$ cat src/rtl/hood_mode_scheduler.sv
// -----------------------------------------------------------------------------
// hood_mode_scheduler
//
// Fan-mode sequencer for the range hood. It turns debounced button pulses and
// a 1 Hz tick into the 3-bit fan mode for the smoker display/LED datapath.
// It handles:
//   - menu-gated mode entry from standby
//   - direct gear switching while a gear runs
//   - a timed hurricane run with automatic fall-back to gear 2
//   - a timed hurricane exit to standby
//   - a timed self-clean cycle
//
// Optional feature macro: HOOD_HURRICANE_ONCE_EN
//   defined     -> hurricane may run only once per power session
//   not defined -> hurricane_used reads 0 and mode3 is always accepted
//
// Parameters:
//   HURRICANE_SEC  hurricane run length in seconds (1..255)
//   EXIT_SEC       hurricane-exit delay to standby in seconds (1..255)
//   CLEAN_SEC      self-clean duration in seconds (1..255)
//
// Ports:
//   clk            system clock
//   rst            synchronous, active-high reset
//   tick_1hz       one-cycle pulse once per second
//   power_on       machine-on level; 0 forces standby and clears the session
//   menu_btn       debounced one-cycle pulse
//   mode1_btn      debounced one-cycle pulse, gear 1
//   mode2_btn      debounced one-cycle pulse, gear 2
//   mode3_btn      debounced one-cycle pulse, hurricane
//   clean_btn      debounced one-cycle pulse, self-clean
//   mode_state     000 standby, 001 gear1, 010 gear2, 011 hurricane, 100 clean
//   menu_led       menu armed
//   countdown      remaining seconds of the active timed phase, else 0
//   busy           timed phase active (hurricane, hurricane exit, clean)
//   hurricane_used hurricane already run in this power session
//   clean_done     one-cycle pulse when self-clean completes
// -----------------------------------------------------------------------------
module hood_mode_scheduler #(
    parameter int HURRICANE_SEC = 60,
    parameter int EXIT_SEC      = 60,
    parameter int CLEAN_SEC     = 180
) (
    input  logic       clk,
    input  logic       rst,
    input  logic       tick_1hz,
    input  logic       power_on,
    input  logic       menu_btn,
    input  logic       mode1_btn,
    input  logic       mode2_btn,
    input  logic       mode3_btn,
    input  logic       clean_btn,
    output logic [2:0] mode_state,
    output logic       menu_led,
    output logic [7:0] countdown,
    output logic       busy,
    output logic       hurricane_used,
    output logic       clean_done
);

    typedef enum logic [2:0] {
        ST_STANDBY,
        ST_GEAR1,
        ST_GEAR2,
        ST_HURRI,
        ST_HURRI_EXIT,
        ST_CLEAN
    } state_t;

    localparam logic [2:0] MODE_STANDBY = 3'b000;
    localparam logic [2:0] MODE_GEAR1   = 3'b001;
    localparam logic [2:0] MODE_GEAR2   = 3'b010;
    localparam logic [2:0] MODE_HURRI   = 3'b011;
    localparam logic [2:0] MODE_CLEAN   = 3'b100;

    localparam logic [7:0] HURRI_LOAD = 8'(HURRICANE_SEC);
    localparam logic [7:0] EXIT_LOAD  = 8'(EXIT_SEC);
    localparam logic [7:0] CLEAN_LOAD = 8'(CLEAN_SEC);

    state_t     r_state;
    logic [2:0] r_mode_state;
    logic       r_menu_led;
    logic [7:0] r_countdown;
    logic       r_busy;
    logic       r_clean_done;

    logic       w_hurri_allowed;
    logic       w_mode3_ok;
    logic       w_tick_last;
    logic       w_tick_dec;

`ifdef HOOD_HURRICANE_ONCE_EN
    logic       r_hurricane_used;
    assign w_hurri_allowed = ~r_hurricane_used;
    assign hurricane_used  = r_hurricane_used;
`else
    assign w_hurri_allowed = 1'b1;
    assign hurricane_used  = 1'b0;
`endif

    // A blocked mode3 press is treated as no press at all.
    // A lower-priority clean press in the same cycle is therefore still honoured.
    assign w_mode3_ok  = mode3_btn & w_hurri_allowed;

    // The tick that ends a timed phase.
    // A tick at 0 cannot end a phase; it only holds the countdown at 0.
    assign w_tick_last = tick_1hz & (r_countdown == 8'd1);
    assign w_tick_dec  = tick_1hz & (r_countdown != 8'd0);

    always_ff @(posedge clk) begin
        // NOTE: sequential state uses non-blocking assignments only.
        // Every branch then reads this cycle's register values.
        // The default below makes clean_done a single-cycle pulse.
        // Only the clean-completion branch overrides it.
        r_clean_done <= 1'b0;

        if (rst || !power_on) begin
            r_state      <= ST_STANDBY;
            r_mode_state <= MODE_STANDBY;
            r_menu_led   <= 1'b0;
            r_countdown  <= 8'd0;
            r_busy       <= 1'b0;
`ifdef HOOD_HURRICANE_ONCE_EN
            r_hurricane_used <= 1'b0;
`endif
        end else begin
            unique case (r_state)
                ST_STANDBY: begin
                    // A menu press takes the cycle.
                    // Any mode press arriving with it is dropped.
                    if (menu_btn) begin
                        r_menu_led <= ~r_menu_led;
                    end else if (r_menu_led) begin
                        if (mode1_btn) begin
                            r_menu_led   <= 1'b0;
                            r_state      <= ST_GEAR1;
                            r_mode_state <= MODE_GEAR1;
                        end else if (mode2_btn) begin
                            r_menu_led   <= 1'b0;
                            r_state      <= ST_GEAR2;
                            r_mode_state <= MODE_GEAR2;
                        end else if (w_mode3_ok) begin
                            r_menu_led   <= 1'b0;
                            r_state      <= ST_HURRI;
                            r_mode_state <= MODE_HURRI;
                            r_countdown  <= HURRI_LOAD;
                            r_busy       <= 1'b1;
`ifdef HOOD_HURRICANE_ONCE_EN
                            r_hurricane_used <= 1'b1;
`endif
                        end else if (clean_btn) begin
                            r_menu_led   <= 1'b0;
                            r_state      <= ST_CLEAN;
                            r_mode_state <= MODE_CLEAN;
                            r_countdown  <= CLEAN_LOAD;
                            r_busy       <= 1'b1;
                        end
                    end
                end

                ST_GEAR1, ST_GEAR2: begin
                    // Gears switch without arming the menu.
                    // The clean button is not honoured from a gear.
                    if (menu_btn) begin
                        r_state      <= ST_STANDBY;
                        r_mode_state <= MODE_STANDBY;
                    end else if (mode1_btn) begin
                        r_state      <= ST_GEAR1;
                        r_mode_state <= MODE_GEAR1;
                    end else if (mode2_btn) begin
                        r_state      <= ST_GEAR2;
                        r_mode_state <= MODE_GEAR2;
                    end else if (w_mode3_ok) begin
                        r_state      <= ST_HURRI;
                        r_mode_state <= MODE_HURRI;
                        r_countdown  <= HURRI_LOAD;
                        r_busy       <= 1'b1;
`ifdef HOOD_HURRICANE_ONCE_EN
                        r_hurricane_used <= 1'b1;
`endif
                    end
                end

                ST_HURRI: begin
                    // An exit request beats an expiring tick in the same cycle.
                    if (menu_btn) begin
                        r_state     <= ST_HURRI_EXIT;
                        r_countdown <= EXIT_LOAD;
                    end else if (w_tick_last) begin
                        r_state      <= ST_GEAR2;
                        r_mode_state <= MODE_GEAR2;
                        r_countdown  <= 8'd0;
                        r_busy       <= 1'b0;
                    end else if (w_tick_dec) begin
                        r_countdown <= r_countdown - 8'd1;
                    end
                end

                ST_HURRI_EXIT: begin
                    if (w_tick_last) begin
                        r_state      <= ST_STANDBY;
                        r_mode_state <= MODE_STANDBY;
                        r_countdown  <= 8'd0;
                        r_busy       <= 1'b0;
                    end else if (w_tick_dec) begin
                        r_countdown <= r_countdown - 8'd1;
                    end
                end

                ST_CLEAN: begin
                    if (w_tick_last) begin
                        r_state      <= ST_STANDBY;
                        r_mode_state <= MODE_STANDBY;
                        r_countdown  <= 8'd0;
                        r_busy       <= 1'b0;
                        r_clean_done <= 1'b1;
                    end else if (w_tick_dec) begin
                        r_countdown <= r_countdown - 8'd1;
                    end
                end

                default: begin
                    r_state      <= ST_STANDBY;
                    r_mode_state <= MODE_STANDBY;
                    r_menu_led   <= 1'b0;
                    r_countdown  <= 8'd0;
                    r_busy       <= 1'b0;
                end
            endcase
        end
    end

    assign mode_state = r_mode_state;
    assign menu_led   = r_menu_led;
    assign countdown  = r_countdown;
    assign busy       = r_busy;
    assign clean_done = r_clean_done;

endmodule

$ cat config.mk
export PLATFORM = sky130hd
export DESIGN_NAME = hood_mode_scheduler
export DESIGN_NICKNAME = d
export VERILOG_FILES = /design/src/rtl/hood_mode_scheduler.sv
export SDC_FILE = /design/constraint.sdc
export NUM_CORES = 1
export LEC_CHECK = 0
export ABC_AREA = 1
export ABC_CLOCK_PERIOD_IN_PS = 2100
export CELL_PAD_IN_SITES_DETAIL_PLACEMENT = 0
export CELL_PAD_IN_SITES_GLOBAL_PLACEMENT = 2
export CORE_UTILIZATION = 28
export DETAILED_ROUTE_END_ITERATION = 16
export PLACE_DENSITY_LB_ADDON = 0.1
export SYNTH_ARGS = -nofsm -noshare
export SYNTH_HDL_FRONTEND = slang
export SYNTH_SLANG_ARGS = --single-unit
export TNS_END_PERCENT = 50
$ cat constraint.sdc
create_clock -name clk -period 2.1 [get_ports clk]
set_input_delay 0.21 -clock clk [delete_from_list [all_inputs] [get_ports clk]]
set_output_delay 0.21 -clock clk [all_outputs]
set_load 0.02 [all_outputs]
==> results <==
-- through the flow --
step,instances,instance area (µm²)
after floorplan,206,1210
after global placement,278,1490
after detailed placement,278,1490
after CTS,282,1540
after global routing,282,1540
final,282,1540
-- cell usage after synthesis (2+ instances only) --
cell type	number	area share [%]
o21ai_1	3	1.2
nor2_2	6	3.1
o21ai_0	10	4.1
inv_1	25	7.7
nand3_1	7	2.9
dfxtp_1	17	28
inv_2	3	0.93
nor3_1	3	1.2
a21oi_2	2	1.4
nor2_1	35	11
xor2_1	3	2.2
a21oi_1	10	4.1
nand2_1	65	20
ha_1	3	3.1
nand2_2	3	1.5
-- layout by cell type, fill, tap and decap left out, types with 2 or more instances in the layout --
master and count:
o21ai_0 10, buf_4 2, nor3_1 3, inv_2 3
a21oi_2 2, nand2_1 65, nor2_2 6, xor2_1 3
clkdlybuf4s50_1 22, nand2_2 3, nand3_1 7, clkbuf_8 3
inv_1 25, dfxtp_1 17, a21oi_1 10, ha_1 3
o21ai_1 3, nor2_1 35
-- flip-flops by register name, indices dropped and copies added (netlist names) --
name        cells
r_state         3
countdown       8
busy            1
mode_state      3
menu_led        1
clean_done      1
-- power breakdown --
part / leakage (nW) / switching, W / total [W] / internal, W
Sequential: 0.137 / 0.00000881 / 0.000339 / 0.000330
Clock: 0.0255 / 0.000120 / 0.000251 / 0.000132
Combinational: 0.542 / 0.000100 / 0.000161 / 0.0000612
Total: 0.705 / 0.000228 / 0.000751 / 0.000523
-- worst min-delay path, cell delays in order, from the launching register on --
cell	delay, ns
dfxtp_1	0.31
nor2_1	0.09
nor2_1	0.05
-- cell families (layout without fill, tap and decap cells) --
kind of cell | Yosys count | count (layout) | share of synthesized area (%)
simple gates | 123 | 123 | 42.6
buf+inv | 30 | 56 | 10.2
compound gates | 28 | 28 | 12.8
flops | 17 | 17 | 28.1
xor+xnor | 4 | 4 | 2.89
fa+ha+maj | 3 | 3 | 3.10
other cells | 1 | 1 | 0.310
-- cell type report --
class	count	share of cell area [%]
Clock buffer	3	2.69
Timing Repair Buffer	24	15.3
Sequential cell	17	22.1
Multi-Input combinational cell	159	48.6
Clock inverter	1	0.326
Inverter	28	6.84
Tap cell	50	4.07
-- routing by layer --
layer / part of all wire [%] / track usage [%] / up-vias
li1: - / - / 689
met3: 3.1 / 1.86 / 2
met2: 49 / 29.1 / 24
met1: 47 / 20.6 / 579
met5: 0 / 0 / -
met4: 0.60 / 5.99 / 0
-- final timing paths --
path | from | to | slack [ns] | cells after the start
max | countdown[1] | r_state[0] | 0.30 | 10
min | mode_state[2] | mode_state[2] | 0.49 | 2
max reg2reg | countdown[1] | r_state[0] | 0.30 | 10
min reg2reg | mode_state[2] | mode_state[2] | 0.49 | 2
==> metrics.yaml <==
layout.area.seq_um2: 340
path_max_fanout: 4
num_rows: 23
die-width_um: 67.8
routed-via-count: 1294
maxCapViolations: 0
synthCells: 206
n_fill_cell: 448
timing.hold.ws_ns: 0.487
critical_path.cell_chain: "inv_1 > ha_1 > nand2_1 > nor2_1 > nand2_1 > nand2_1 > a21oi_2 > nor2_2 > o21ai_0 > nor2_1"
drc: 0
crit_top_cell: "nand2_1"
grt_antenna_before_repair: 0
finalCriticalPeriod_ns: 1.80
grt_max_degree: 11
synth_area_per_cell_um2: 5.88
ys_types: 26
async_flop_share_pct: 0
wl_per_cell_um: 11.8
slowest_delay_ns: 0.39
drv_slew: 0
synth_edf_count: 0
drt_iter0_drc: 35
tns_ns: 0
p_leak_nw: 0.705
final.setup.worst_slack_ns: 0.301
drive_gt1_share_pct: 9.91
root_buffer: "clkbuf_8"
max_freq_mhz: 556
synth_seq_cells: 17
drt-vias-per-instance: 4.59
rsz0062_at_grt: "no"
cts_setup_buffers: 0
status: "complete, no violations"
ctsHoldBuffers: 0
grt_pass1_vias: 1243
io_pins: 24
power_w: 0.000751
clkSinkCount: 17
layout.nets: 245
syn-cell-area_um2: 1210
gp_congestion: 0.821
antenna_left: 0
cts_made_buffers: 3
die_h_um: 67.8
crit_slowest_cell: "dfxtp_1"
antennaDiodeCount: 0
grt-ovfl-total: 0
clk_latency_ns: 0.25
core-area_um2: 4090
dpl.hpwl_mm: 2.73
critical_path_class: "reg2reg"
dieArea_um2: 4590
htreeDepth: 1
dr.pass1.iters: 4
seq_area_frac_synth_pct: 28.1
period_share_pct: 85.6
yosysWarnings: 0
cts_tree: "built"
fin_util_pct: 37.6
path_buf_inv: 1
pre_cts_ws_ns: 0.116
clk_path_buf_depth: 2
synthesis.nets: 218
finalSetupViolations: 0
cts_resized: 0
fin_worst_skew_ns: 0.00137
wl_mm: 3.34
path_clk_slew_ns: 0.07
grt.total_usage_pct: 16.6
finalHoldViolCount: 0
cp_top_family: "simple AND/OR/NAND/NOR gates"
synthFlopType: "dfxtp_1"
multi_input_area_um2: 747
start_util_pct: 29.6
worstPathRequired_ns: 2.25
cp-end-kind: "flip-flop"
critical_path_arrival_ns: 1.95
hold_class: "reg2reg"
startpoint_type: "flip-flop"
grt_pass1_wl_mm: 5.63
syn2layout_area_growth_pct: 26.9
p_per_area_nw_per_um2: 489
max-vdd-ir-drop_mv: 0.302
place.port_buffers: 22
Power figures use the tool's default switching activity.
